<file path="src/rtl/hamming_pkg.sv">
`default_nettype none
// ============================================================================
// Module   : hamming_pkg
// Purpose  : Shared definitions for the SECDED(8,4) encoder/decoder pair:
//            codeword bit positions, stream-encoder FSM encoding and the
//            nibble->codeword encode function.
// Ports    : none (package)
// Revision : 1.0 - initial release
// ============================================================================
package hamming_pkg;

    // Codeword layout {c_all,d3,d2,d1,c2,d0,c1,c0}
    localparam int C0   = 0;
    localparam int C1   = 1;
    localparam int D0   = 2;
    localparam int C2   = 3;
    localparam int D1   = 4;
    localparam int D2   = 5;
    localparam int D3   = 6;
    localparam int CALL = 7;

    typedef enum logic [1:0] {
        ST_IDLE = 2'd0,
        ST_LO   = 2'd1,
        ST_HI   = 2'd2
    } state_t;

    // Overall parity bit makes the whole 8-bit codeword even-parity.
    function automatic logic [7:0] hamming_enc84(input logic [3:0] nib);
        logic [7:0] cw;
        cw       = '0;
        cw[D0]   = nib[0];
        cw[D1]   = nib[1];
        cw[D2]   = nib[2];
        cw[D3]   = nib[3];
        cw[C0]   = nib[0] ^ nib[1] ^ nib[3];
        cw[C1]   = nib[0] ^ nib[2] ^ nib[3];
        cw[C2]   = nib[1] ^ nib[2] ^ nib[3];
        cw[CALL] = ^cw[6:0];
        return cw;
    endfunction

endpackage
`default_nettype wire

</file>
<file path="src/rtl/hamming_stream_encoder_if.sv">
`default_nettype none
// ============================================================================
// Module   : hamming_stream_encoder_if
// Purpose  : Byte-in / codeword-out handshake bundle of the stream encoder.
// Ports    : in_valid/in_ready/in_data/inj_sel/inj_mask (byte side),
//            out_valid/out_ready/out_code/out_last (codeword side).
//            slave  = encoder view, master = source/sink environment view.
// Revision : 1.0 - initial release
// ============================================================================
interface hamming_stream_encoder_if;
    logic       in_valid;
    logic       in_ready;
    logic [7:0] in_data;
    logic [1:0] inj_sel;
    logic [7:0] inj_mask;
    logic       out_valid;
    logic       out_ready;
    logic [7:0] out_code;
    logic       out_last;

    modport slave (
        input  in_valid, in_data, inj_sel, inj_mask, out_ready,
        output in_ready, out_valid, out_code, out_last
    );

    modport master (
        output in_valid, in_data, inj_sel, inj_mask, out_ready,
        input  in_ready, out_valid, out_code, out_last
    );
endinterface
`default_nettype wire

</file>
<file path="src/rtl/hamming_enc84.sv">
`default_nettype none
// ============================================================================
// Module   : hamming_enc84
// Purpose  : Combinational SECDED(8,4) nibble encoder.
// Ports    : nibble (in, 4)  - data nibble
//            code   (out, 8) - codeword {c_all,d3,d2,d1,c2,d0,c1,c0}
// Revision : 1.0 - initial release
// ============================================================================
module hamming_enc84
    import hamming_pkg::*;
(
    input  wire logic [3:0] nibble,
    output logic      [7:0] code
);
    assign code = hamming_enc84(nibble);
endmodule
`default_nettype wire

</file>
<file path="src/rtl/hamming_stream_encoder.sv">
`default_nettype none
// ============================================================================
// Module   : hamming_stream_encoder
// Purpose  : Splits each accepted byte into two nibbles (low first) and emits
//            their SECDED(8,4) codewords, with optional per-codeword XOR fault
//            injection for exercising the decoder.
// Ports    : clk, rst_n (async active-low)
//            bus       - hamming_stream_encoder_if.slave handshake bundle
//            cw_count  (out, CNT_W)     - codewords accepted by sink, wraps
//            inj_count (out, INJ_CNT_W) - accepted injected codewords, saturates
// Revision : 1.0 - initial release
// ============================================================================
module hamming_stream_encoder
    import hamming_pkg::*;
#(
    parameter int CNT_W     = 16,
    parameter int INJ_CNT_W = 8
) (
    input  wire logic                 clk,
    input  wire logic                 rst_n,
    hamming_stream_encoder_if.slave   bus,
    output logic [CNT_W-1:0]          cw_count,
    output logic [INJ_CNT_W-1:0]      inj_count
);

    state_t                 r_state;
    state_t                 w_state_nxt;
    logic [7:0]             r_byte;
    logic [1:0]             r_sel;
    logic [7:0]             r_mask;
    logic [CNT_W-1:0]       r_cw_count;
    logic [INJ_CNT_W-1:0]   r_inj_count;

    logic                   w_in_ready;
    logic                   w_capture;
    logic                   w_fire;
    logic [3:0]             w_nibble;
    logic [7:0]             w_code_raw;
    logic                   w_apply;
    logic [7:0]             w_mask_applied;

    // Gating with rst_n keeps in_ready low while reset is asserted even
    // though the state register already sits in IDLE.
    assign w_in_ready = rst_n & ((r_state == ST_IDLE) ||
                                 ((r_state == ST_HI) && bus.out_ready));
    assign w_capture  = bus.in_valid & w_in_ready;
    assign w_fire     = (r_state != ST_IDLE) & bus.out_ready;

    assign w_nibble   = (r_state == ST_HI) ? r_byte[7:4] : r_byte[3:0];

    hamming_enc84 u_enc (
        .nibble (w_nibble),
        .code   (w_code_raw)
    );

    assign w_apply        = ((r_state == ST_LO) & r_sel[0]) |
                            ((r_state == ST_HI) & r_sel[1]);
    assign w_mask_applied = w_apply ? r_mask : 8'h00;

    assign bus.in_ready  = w_in_ready;
    assign bus.out_valid = (r_state != ST_IDLE);
    assign bus.out_last  = (r_state == ST_HI);
    assign bus.out_code  = (r_state == ST_IDLE) ? 8'h00 : (w_code_raw ^ w_mask_applied);
    assign cw_count      = r_cw_count;
    assign inj_count     = r_inj_count;

    always_comb begin
        w_state_nxt = r_state;
        case (r_state)
            ST_IDLE: if (bus.in_valid) w_state_nxt = ST_LO;
            ST_LO:   if (bus.out_ready) w_state_nxt = ST_HI;
            ST_HI: begin
                if (bus.out_ready) w_state_nxt = bus.in_valid ? ST_LO : ST_IDLE;
            end
            default: w_state_nxt = ST_IDLE;
        endcase
    end

    always_ff @(posedge clk or negedge rst_n) begin
        if (!rst_n) begin
            r_state <= ST_IDLE;
        end else begin
            r_state <= w_state_nxt;
        end
    end

    always_ff @(posedge clk or negedge rst_n) begin
        if (!rst_n) begin
            r_byte <= 8'h00;
            r_sel  <= 2'b00;
            r_mask <= 8'h00;
        end else if (w_capture) begin
            r_byte <= bus.in_data;
            r_sel  <= bus.inj_sel;
            r_mask <= bus.inj_mask;
        end
    end

    always_ff @(posedge clk or negedge rst_n) begin
        if (!rst_n) begin
            r_cw_count  <= '0;
            r_inj_count <= '0;
        end else if (w_fire) begin
            r_cw_count <= r_cw_count + 1'b1;
            if ((w_mask_applied != 8'h00) && (r_inj_count != '1)) begin
                r_inj_count <= r_inj_count + 1'b1;
            end
        end
    end

endmodule
`default_nettype wire

</file>
<file path="src/flat_wrapper.sv">
// flat-port wrapper written by rule: the top's interface ports become plain ports
module hamming_stream_encoder_flat import hamming_pkg::*;
#(
    parameter int CNT_W     = 16,
    parameter int INJ_CNT_W = 8
)
  (clk, rst_n, cw_count, inj_count, bus_in_valid, bus_in_data, bus_inj_sel, bus_inj_mask, bus_out_ready, bus_in_ready, bus_out_valid, bus_out_code, bus_out_last);
  hamming_stream_encoder_if bus_i ();
  input  wire logic clk;
  input  wire logic rst_n;
  output logic [CNT_W-1:0] cw_count;
  output logic [INJ_CNT_W-1:0] inj_count;
  input wire logic [$bits(bus_i.in_valid)-1:0] bus_in_valid;
  input wire logic [$bits(bus_i.in_data)-1:0] bus_in_data;
  input wire logic [$bits(bus_i.inj_sel)-1:0] bus_inj_sel;
  input wire logic [$bits(bus_i.inj_mask)-1:0] bus_inj_mask;
  input wire logic [$bits(bus_i.out_ready)-1:0] bus_out_ready;
  output wire logic [$bits(bus_i.in_ready)-1:0] bus_in_ready;
  output wire logic [$bits(bus_i.out_valid)-1:0] bus_out_valid;
  output wire logic [$bits(bus_i.out_code)-1:0] bus_out_code;
  output wire logic [$bits(bus_i.out_last)-1:0] bus_out_last;
  assign bus_i.in_valid = bus_in_valid;
  assign bus_i.in_data = bus_in_data;
  assign bus_i.inj_sel = bus_inj_sel;
  assign bus_i.inj_mask = bus_inj_mask;
  assign bus_i.out_ready = bus_out_ready;
  assign bus_in_ready = bus_i.in_ready;
  assign bus_out_valid = bus_i.out_valid;
  assign bus_out_code = bus_i.out_code;
  assign bus_out_last = bus_i.out_last;
  hamming_stream_encoder #(.CNT_W(CNT_W), .INJ_CNT_W(INJ_CNT_W)) u_core (.clk(clk), .rst_n(rst_n), .bus(bus_i), .cw_count(cw_count), .inj_count(inj_count));
endmodule
</file>
<file path="config.mk">
export PLATFORM = sky130hd
export DESIGN_NAME = hamming_stream_encoder_flat
export DESIGN_NICKNAME = d
export VERILOG_FILES = /design/src/rtl/hamming_pkg.sv /design/src/rtl/hamming_stream_encoder_if.sv /design/src/rtl/hamming_enc84.sv /design/src/rtl/hamming_stream_encoder.sv /design/src/flat_wrapper.sv
export SDC_FILE = /design/constraint.sdc
export NUM_CORES = 1
export LEC_CHECK = 0
export CORE_ASPECT_RATIO = 1.5
export CORE_MARGIN = 10
export CORE_UTILIZATION = 53
export DETAILED_ROUTE_END_ITERATION = 10
export GPL_TIMING_DRIVEN = 0
export HOLD_SLACK_MARGIN = 0.03
export MAX_ROUTING_LAYER = met4
export PLACE_DENSITY = 0.85
export SYNTH_ARGS = -nofsm -noshare
export SYNTH_HDL_FRONTEND = slang
export SYNTH_SLANG_ARGS = --single-unit
</file>
<file path="constraint.sdc">
create_clock -name clk -period 4.8 [get_ports clk]
set_input_delay 0.72 -clock clk [delete_from_list [all_inputs] [get_ports clk]]
set_output_delay 0.72 -clock clk [all_outputs]
set_load 0.05 [all_outputs]
</file>
==> results.md <==
- The run finished with clean final reports.
- The latest clock arrival within the worst-skew pair is 0.29 ns.
- The share of synthesized area in the top cell type comes to 0.480.
- The worst setup path is captured at an output port.
- The initial detailed-routing violation count is 46.
- In this run the deepest clock path goes through 2 buffers.
- The final-report max-slew violation count is 0.
- Of the available clock period, the critical path in the final layout requires 0.722.
- IR analysis of the VDD net gives a maximum drop of 0.853 mV.
- Entering global routing, the biggest net connects 38 pins.
- The initial antenna violation count came to 0.
- The tightest min-delay check is of the input pin to async pin type.
- The largest area contributor in the synthesized netlist is sky130_fd_sc_hd__dfrtp_1.
- In the layout the commonest cells are 55 x sky130_fd_sc_hd__clkdlybuf4s50_1, 44 x sky130_fd_sc_hd__dfrtp_1, 20 x sky130_fd_sc_hd__xnor2_1, 20 x sky130_fd_sc_hd__mux2_2, 17 x sky130_fd_sc_hd__xor2_1.
- The total nets after synthesis is 221.
- The number of standard cells in the final layout excluding fillers is 308.
- The mean instance size in the synthesized netlist is 11.7 um2.
- The number of cells on the worst reg-to-reg path is 5.
- After layout, the design draws a total of 2160 uW.
- The number of buffers inserted by post-CTS setup repair is 0.
- The number of hold violations in the final report came to 0.
- The number of instances in the synthesized netlist is 197.
- Leaving out fill and tap cells, the most frequent cell in the layout is sky130_fd_sc_hd__clkdlybuf4s50_1.
- Dividing the detail-routed via count by the number of cells gives 5.49.
- The congestion estimate from routability-driven global placement came to 0.784.
- The number of placement rows is 29.
- The total number of vias is 1692.
- The worst endpoint required time is 4.08 ns.
- After detailed routing, the number of remaining DRC violations is 0.
- The first global-routing pass estimated 8540 um of wire.
- In this run the tool buffered the top-level ports with 56 buffer cells.
- The reg-to-reg critical path startpoint is u_core.inj_count[0]$_DFFE_PN0P_.
- The end of the worst register-to-register path is u_core.inj_count[1]$_DFFE_PN0P_.
- Among all stages on the critical path, the largest delay is contributed by sky130_fd_sc_hd__clkdlybuf4s50_1.
- The worst setup path category is flop to output port.
- Yosys attributes the largest share of cell area to sky130_fd_sc_hd__dfrtp_1 48%, sky130_fd_sc_hd__mux2_2 9.8%, sky130_fd_sc_hd__xnor2_1 7.6%, sky130_fd_sc_hd__xor2_1 6.5%, sky130_fd_sc_hd__mux2i_1 3.5%.
- For the worst setup path, the data arrival time is 2.74 ns.
- The fraction of the yosys area taken by sequential cells is 0.480.
- The number of enable-type register cells in the synthesized netlist is 0.
- After routing, the total negative slack on setup checks comes to 0 ns.
- The area of the core is 4210 um2.
- The most numerous cell type found on the critical path is sky130_fd_sc_hd__mux2i_1.
- Headroom to the max-slew limit came out at 0.607.
- The antenna cell count is 0.
- The top-level I/O count is 57.
- The total leakage power is 0.00130 uW.
- The root cell of the clock tree is sky130_fd_sc_hd__clkbuf_8.
- The signal on the critical path passes through or2b_1, buf_2, mux2i_1, xor2_1, mux2i_1, clkdlybuf4s50_1.
- Timing would allow up to 0.289 GHz.
- For the final database, setup skew stands at 0.0127 ns.
- The total power density per cell area is 716 nW/um2.
- The fraction of registers with async set or reset after synthesis is 1.00.
- The number of nets with antenna violations after detailed routing is 0.
- The most used flip-flop cell after synthesis is sky130_fd_sc_hd__dfrtp_1.
- After detailed routing, the total wire length is 5050 um.
- Of all nets on the critical path, the largest fanout is 10.
- The pre-antenna-repair detailed-routing pass consisted of 4 iterations.
- Setup repair after global routing left no endpoint under its margin.
- The effective utilization at floorplan is 0.545.
- The max-capacitance violation count is 0.
- In this run the cell area of the synthesized design comes to 2300 um2.
- The kind of start point of the critical path is a flop.
- After detailed routing, the average wire length per cell comes to 16.4 um.
- The post-cts sizing count is 0.
- Across every metal layer, demand over resource in global routing totals 0.149.
- The count of warnings emitted by yosys is 0.
- After the last flow step, the layout net total stands at 285.
- The placed wire-length estimate is 3980 um.
- Clock-pin slew was measured on the worst setup and hold paths at 0.08 ns.
- The share of final-layout standard cells stronger than drive strength 1 is 0.172.
- In this run the number of H-tree levels came out at 2.
- Measured along the y axis, the die boundary spans 101 um.
- The number of different library cells in the post-synthesis netlist is 36.
- The sum of overflow across all layers after global routing is 0.
- The hold-fix buffer count after cts is 0.
- The count of placed standard cells including taps is 300.
- The routed design could run at a clock period as short as 3.46 ns.
- TritonCTS built the clock tree.
- The largest single stage delay on the critical path is 0.83 ns.
- The die is 73.7 um wide.
- Counting flops and latches in the post-synthesis netlist gives 44.
- The number of global-route vias before repair was 1835.
- CTS saw 44 sinks.
- The setup-violating endpoint count in the final report is 0.
- The transition time at the pin with the least slew margin is 0.585 ns.
- The register-to-register setup slack is 2.89 ns.
- The number of clock buffers added by TritonCTS is 5.
- The die outline area is 7420 um2.
- The layout overhead on the synthesized area is 31.7%.
-- per-layer routing --
metal / track usage / part of all wire
met1: 0.170 / 0.41
met2: 0.241 / 0.51
met3: 0.0464 / 0.066
met4: 0.0446 / 0.014
met5: - / 0
-- final cells by class --
type / instances / area [um2]
flip-flops and latches: 44 / 1100
inverters: 3 / 11.3
multi-input cells: 143 / 1140
clock buffers: 7 / 86.3
clock inverters: 1 / 7.51
repair buffers: 57 / 576
fillers: 344 / 1190
plain buffers: 7 / 46.3
well taps: 46 / 57.6
-- per-stage QoR --
step,area [um2],setup slack [ns],hold WS (ns),utilization
2_1_floorplan,2300,1.76,0.424,-
3_3_place_gp,2910,0.135,0.459,0.692
3_5_place_dp,2930,1.67,0.468,0.696
4_1_cts,3020,1.33,0.277,0.718
5_1_grt,3020,1.16,0.273,0.718
6_report,3020,1.34,0.273,0.718
-- cells in the mapped netlist, types with 2 or more instances --
cell / number
sky130_fd_sc_hd__nand3_1: 9
sky130_fd_sc_hd__or4_1: 2
sky130_fd_sc_hd__nand2_1: 10
sky130_fd_sc_hd__inv_1: 3
sky130_fd_sc_hd__ha_1: 2
sky130_fd_sc_hd__dfrtp_1: 44
sky130_fd_sc_hd__buf_2: 4
sky130_fd_sc_hd__xnor2_1: 20
sky130_fd_sc_hd__and3b_1: 2
sky130_fd_sc_hd__and3_1: 2
sky130_fd_sc_hd__nand2b_1: 3
sky130_fd_sc_hd__nor4_1: 5
sky130_fd_sc_hd__nor2_1: 4
sky130_fd_sc_hd__o211ai_1: 4
sky130_fd_sc_hd__or2_2: 3
sky130_fd_sc_hd__nor3_1: 4
sky130_fd_sc_hd__o21ai_1: 4
sky130_fd_sc_hd__mux2_2: 20
sky130_fd_sc_hd__buf_6: 2
sky130_fd_sc_hd__mux2i_1: 8
sky130_fd_sc_hd__a22o_1: 4
sky130_fd_sc_hd__o21ai_0: 6
sky130_fd_sc_hd__nand4_1: 3
sky130_fd_sc_hd__xor2_1: 17
-- worst max-delay path: cells and delay by family, from the launching register on --
kind	cells	cell delay (ns)
simple gates	1	0.26
buf+inv	2	1.07
mux	2	0.48
flops	1	0.45
xor+xnor	1	0.20
-- flip-flops by register name (all words and copies together) (netlist names) --
name and count:
u_core.cw_count 16, u_core.r_sel 2, u_core.r_mask 8, u_core.inj_count 8
u_core.r_byte 8, u_core.r_state 2
-- worst max path at each step --
stage                                              from               to  slack (ns)  depth (start not counted)
after floorplan           u_core.r_state[1]$_DFFE_PN0P_  bus_out_code[0]        1.76                          5
after global placement                            rst_n     bus_in_ready        0.13                          3
after detailed placement  u_core.r_state[1]$_DFFE_PN0P_  bus_out_code[1]        1.67                          6
after CTS                 u_core.r_state[1]$_DFFE_PN0P_  bus_out_code[1]        1.33                          6
after global routing      u_core.r_state[1]$_DFFE_PN0P_  bus_out_code[1]        1.16                          6
final                     u_core.r_state[1]$_DFFE_PN0P_  bus_out_code[1]        1.34                          6
-- report_power, final --
group,leakage (uW),internal (uW),switching (uW)
registers,0.000555,496,141
clock network,0.0000445,117,123
logic,0.000703,527,761
-- logic make-up after synthesis --
family	synth area share
compound gates	0.0654
simple gates	0.138
mux	0.140
xor+xnor	0.141
flops	0.480
fa+ha+maj	0.0109
buf+inv	0.0251
(Power assumes the default switching activity.)
==> variant 1 (same settings) <==
The 3 states of `state_t` get a one-hot encoding in 3 bits.
--- a/src/rtl/hamming_pkg.sv
+++ b/src/rtl/hamming_pkg.sv
@@ -21,6 +21,6 @@
 
-    typedef enum logic [1:0] {
-        ST_IDLE = 2'd0,
-        ST_LO   = 2'd1,
-        ST_HI   = 2'd2
+    typedef enum logic [2:0] {
+        ST_IDLE = 3'b001,
+        ST_LO   = 3'b010,
+        ST_HI   = 3'b100
     } state_t;
Behaviour: same outputs for any inputs over 10 cycles, from zero or initial values and one cycle with rst_n low; not proved beyond that.
==> variant 1 against the unedited design <==
Final cell count did not move. Wire length fell by 2.8%. Design area rose by 1.5%. Register-to-register slack got worse by 0.14 ns. Sequential share of layout area rose by 0.31 points. Synthesized cell count did not move. Worst setup slack got worse by 0.12 ns. Via count fell by 2.8%. Clock power rose by 25%. Synthesized area rose by 0.87%. Largest cell class unchanged. Largest power group unchanged. Power rose by 1.0%. Sequential cell count rose by 1. Highest routed layer unchanged. Critical path type unchanged. Global-route usage fell by 1.2 points.
==> variant 1: results (changes against the unedited design) <==
final WL - 4.91 mm (-2.8%)
R2R setup slack - 2.75 ns (-0.14 ns)
clock skew - 0.00452 ns (-0.00819 ns)
met1 global-route usage - 0.150 (-0.0207)
share of cells above drive strength 1 - 0.156 (-0.0153)
CTS H-tree depth - 2 (unchanged)
Relative slew margins - 0.600 (-0.00708)
global-route wire length before repair - 7.91 mm (-7.4%)
Seq/Total Area, Yosys - 0.487 (+0.00720)
Clock buf/inv share - 0.0391 (+0.00809)
crit path max fanout - 9 (-1)
Leak - 1.30 nW (-0.19%)
hpwl dp - 3.72 mm (-6.3%)
Combinational Power Share - 0.569 (-0.026)
M3 GR Usage - 0.0365 (-0.00986)
CP arrival - 2.87 ns (+0.13 ns)
Net Sw Frac - 0.449 (-0.0239)
Register Area - 0.00113 mm² (+2.4%)
GP Congestion - 0.807 (+3.0%)
via count - 1,645 (-2.8%)
FF+latch count - 45 (+2.3%)
largest net degree at the start of global routing - 39 (+2.6%)
crit path to - bus_out_code[7]
Inverters, non-clock - 2 (-1)
status - finished clean
vias in the first global route - 1,655 (-9.8%)
top-area cell type share of the netlist area - 0.475 (-0.00415)
Signal buf overhead - 0.196 (-0.00922)
Peak VDD IR - 0.642 mV (-25%)
top cell types by occurrence after synthesis - dfrtp_1, xnor2_1, nand2_1
GR Util met2 - 0.232 (-0.00921)
clkbuf count - 6 (-1)
Critical R2R Capture - u_core.r_byte[7]$_DFFE_PN0P_
count of multi-input gates - 146 (+2.1%)
Fillers - 299 (-13%)
clk slew on worst S/H paths - 0.09 ns
R2R Path Start - u_core.r_state[0]$_DFFE_PN1P_
multi-input gate share of total cell area - 0.376 (about the same)
GRT Util Overall - 0.137 (-0.0121)
Worst R2R Path Depth - 6 (+1)
WHS - 0.263 ns (-0.0102 ns)
variant 1: kinds of logic (layout without fill, tap and decap cells):
kind of cell | Yosys count | in the layout | share of synthesized area
flip-flops | 45 | 45 | 0.487
buffers and inverters | 6 | 71 | 0.0151
multiplexers | 30 | 30 | 0.158
adder cells (fa/ha/maj) | 2 | 2 | 0.0108
XOR/XNOR | 42 | 42 | 0.159
AO/OA/AOI/OAI | 7 | 7 | 0.0173
AND/OR/NAND/NOR | 65 | 65 | 0.153
variant 1: layer usage:
layer / vias to the layer above / part of all wire
met4: 0 / 0.013
li1: 798 / -
met5: - / 0
met1: 792 / 0.40
met3: 7 / 0.071
met2: 48 / 0.52
variant 1: through the flow:
stage	total power [mW]	instances	setup WS (ns)	cell area [µm²]
finish	2.19	308	1.21	3070
global route	2.31	308	1.07	3070
CTS	2.21	308	1.21	3070
detailed placement	1.89	300	1.29	2950
global placement	1.86	299	0.120	2930
floorplan	1.53	197	1.73	2320
==> variant 2 (config.mk and constraints unchanged) <==
Without the edit above. `CNT_W` is set to 16 in 2 places; all go to 12.
--- a/src/rtl/hamming_stream_encoder.sv
+++ b/src/rtl/hamming_stream_encoder.sv
@@ -15,3 +15,3 @@
 #(
-    parameter int CNT_W     = 16,
+    parameter int CNT_W     = 12,
     parameter int INJ_CNT_W = 8
--- a/src/flat_wrapper.sv
+++ b/src/flat_wrapper.sv
@@ -3,3 +3,3 @@
 #(
-    parameter int CNT_W     = 16,
+    parameter int CNT_W     = 12,
     parameter int INJ_CNT_W = 8
Ports: changed (resized cw_count); port bits go from 57 to 53. No check against the original RTL was run, so the function may have changed too.
==> variant 2 against the unedited design <==
Synthesized cell count down 10%. Critical endpoint is now bus_out_code[3]. Wire length down 5.5%. Sequential cell count down 4. Critical path depth up 1. Combinational power up 9%. Design area down 5.1%. Power up 3.2%. Worst setup slack better by 0.055 ns. Synthesized area down 2.9%. Worst hold slack better by 0.20 ns. Critical path type unchanged.
==> variant 2: results (changes against the unedited design) <==
Post-DP Area - 0.00280 mm² (-4.4%)
Relative slew margins - 0.418 (-0.189)
final WL - 4.77 mm (-5.5%)
share of cells above drive strength 1 - 0.201 (+0.0291)
Placed Cells - 274 (-8.7%)
mux cell area share after synthesis - 0.156 (+0.0160)
status - finished clean
GP Congestion - 0.836 (+6.7%)
global-route wire length before repair - 8.07 mm (-5.6%)
post-synthesis compound-gate area fraction - 0.0882 (+0.0228)
CP arrival - 2.69 ns (-0.05 ns)
max reg flops - 12 (-4)
Max Clk Rate - 293 MHz (+1.6%)
syn nets - 201 (-9.0%)
Peak VDD IR - 0.582 mV (-32%)
GRT Util Overall - 0.143 (-0.00557)
Flop pwr share - 0.285 (-0.009)
vias in the first global route - 1,689 (-8.0%)
WHS - 0.478 ns (+0.205 ns)
Place WS - 1.41 ns (-0.262 ns)
Leak - 1.24 nW (-4.5%)
largest net degree at the start of global routing - 42 (+11%)
area share of xor/xnor cells in the synthesized design - 0.134 (-0.00751)
drt first-iter violations - 67 (+46%)
clock skew - 0.00707 ns (-0.00565 ns)
Synth Area in Adders - 0.0112 (+0.000330)
top cell types by occurrence after synthesis - dfrtp_1, xnor2_1, xor2_1
Seq/Total Area, Yosys - 0.449 (-0.0304)
crit path to - bus_out_code[3]
Final Non-Filler Cells - 279 (-9.4%)
worst setup path start - u_core.r_state[0]$_DFFE_PN0P_
Syn Inst Count - 177 (-10%)
Hold Path Class - reg -> reg
switching power total - 1.09 mW (+5.9%)
Synth cell types - 40 (+11%)
==> variant 2: cells by family (layout without fill, tap and decap cells) <==
kind of cell,count (synthesis),in the layout
DFF,40,40
and+or+nand+nor,41,41
adders and majority gates,2,2
xor gates and xnor gates,34,34
buffers and inverters,9,66
AOI/OAI and AO/OA,23,23
muxes,28,28
==> variant 2: area by class of cell <==
cell class | instances | area share
clock buffer | 5 | 0.0240
inverter | 3 | 0.00392
buffer | 6 | 0.0183
tap | 45 | 0.0196
timing repair buffer | 52 | 0.180
multi-input combinational | 128 | 0.406
sequential | 40 | 0.349
==> variant 2: layer usage <==
metal  vias up  wire length (µm)  track usage
li1        747                 -            -
met1       773              1900        0.154
met2        45              2480        0.235
met3         9               325       0.0527
met4         0                72       0.0484
met5         -                 0            -
==> variant 2: critical path, delay by kind of cell (launching register included) <==
family / cells / cell delay [ns]
buf+inv: 3 / 1.19
mux: 2 / 0.48
flops: 1 / 0.36
xor+xnor: 1 / 0.20
simple gates: 1 / 0.16
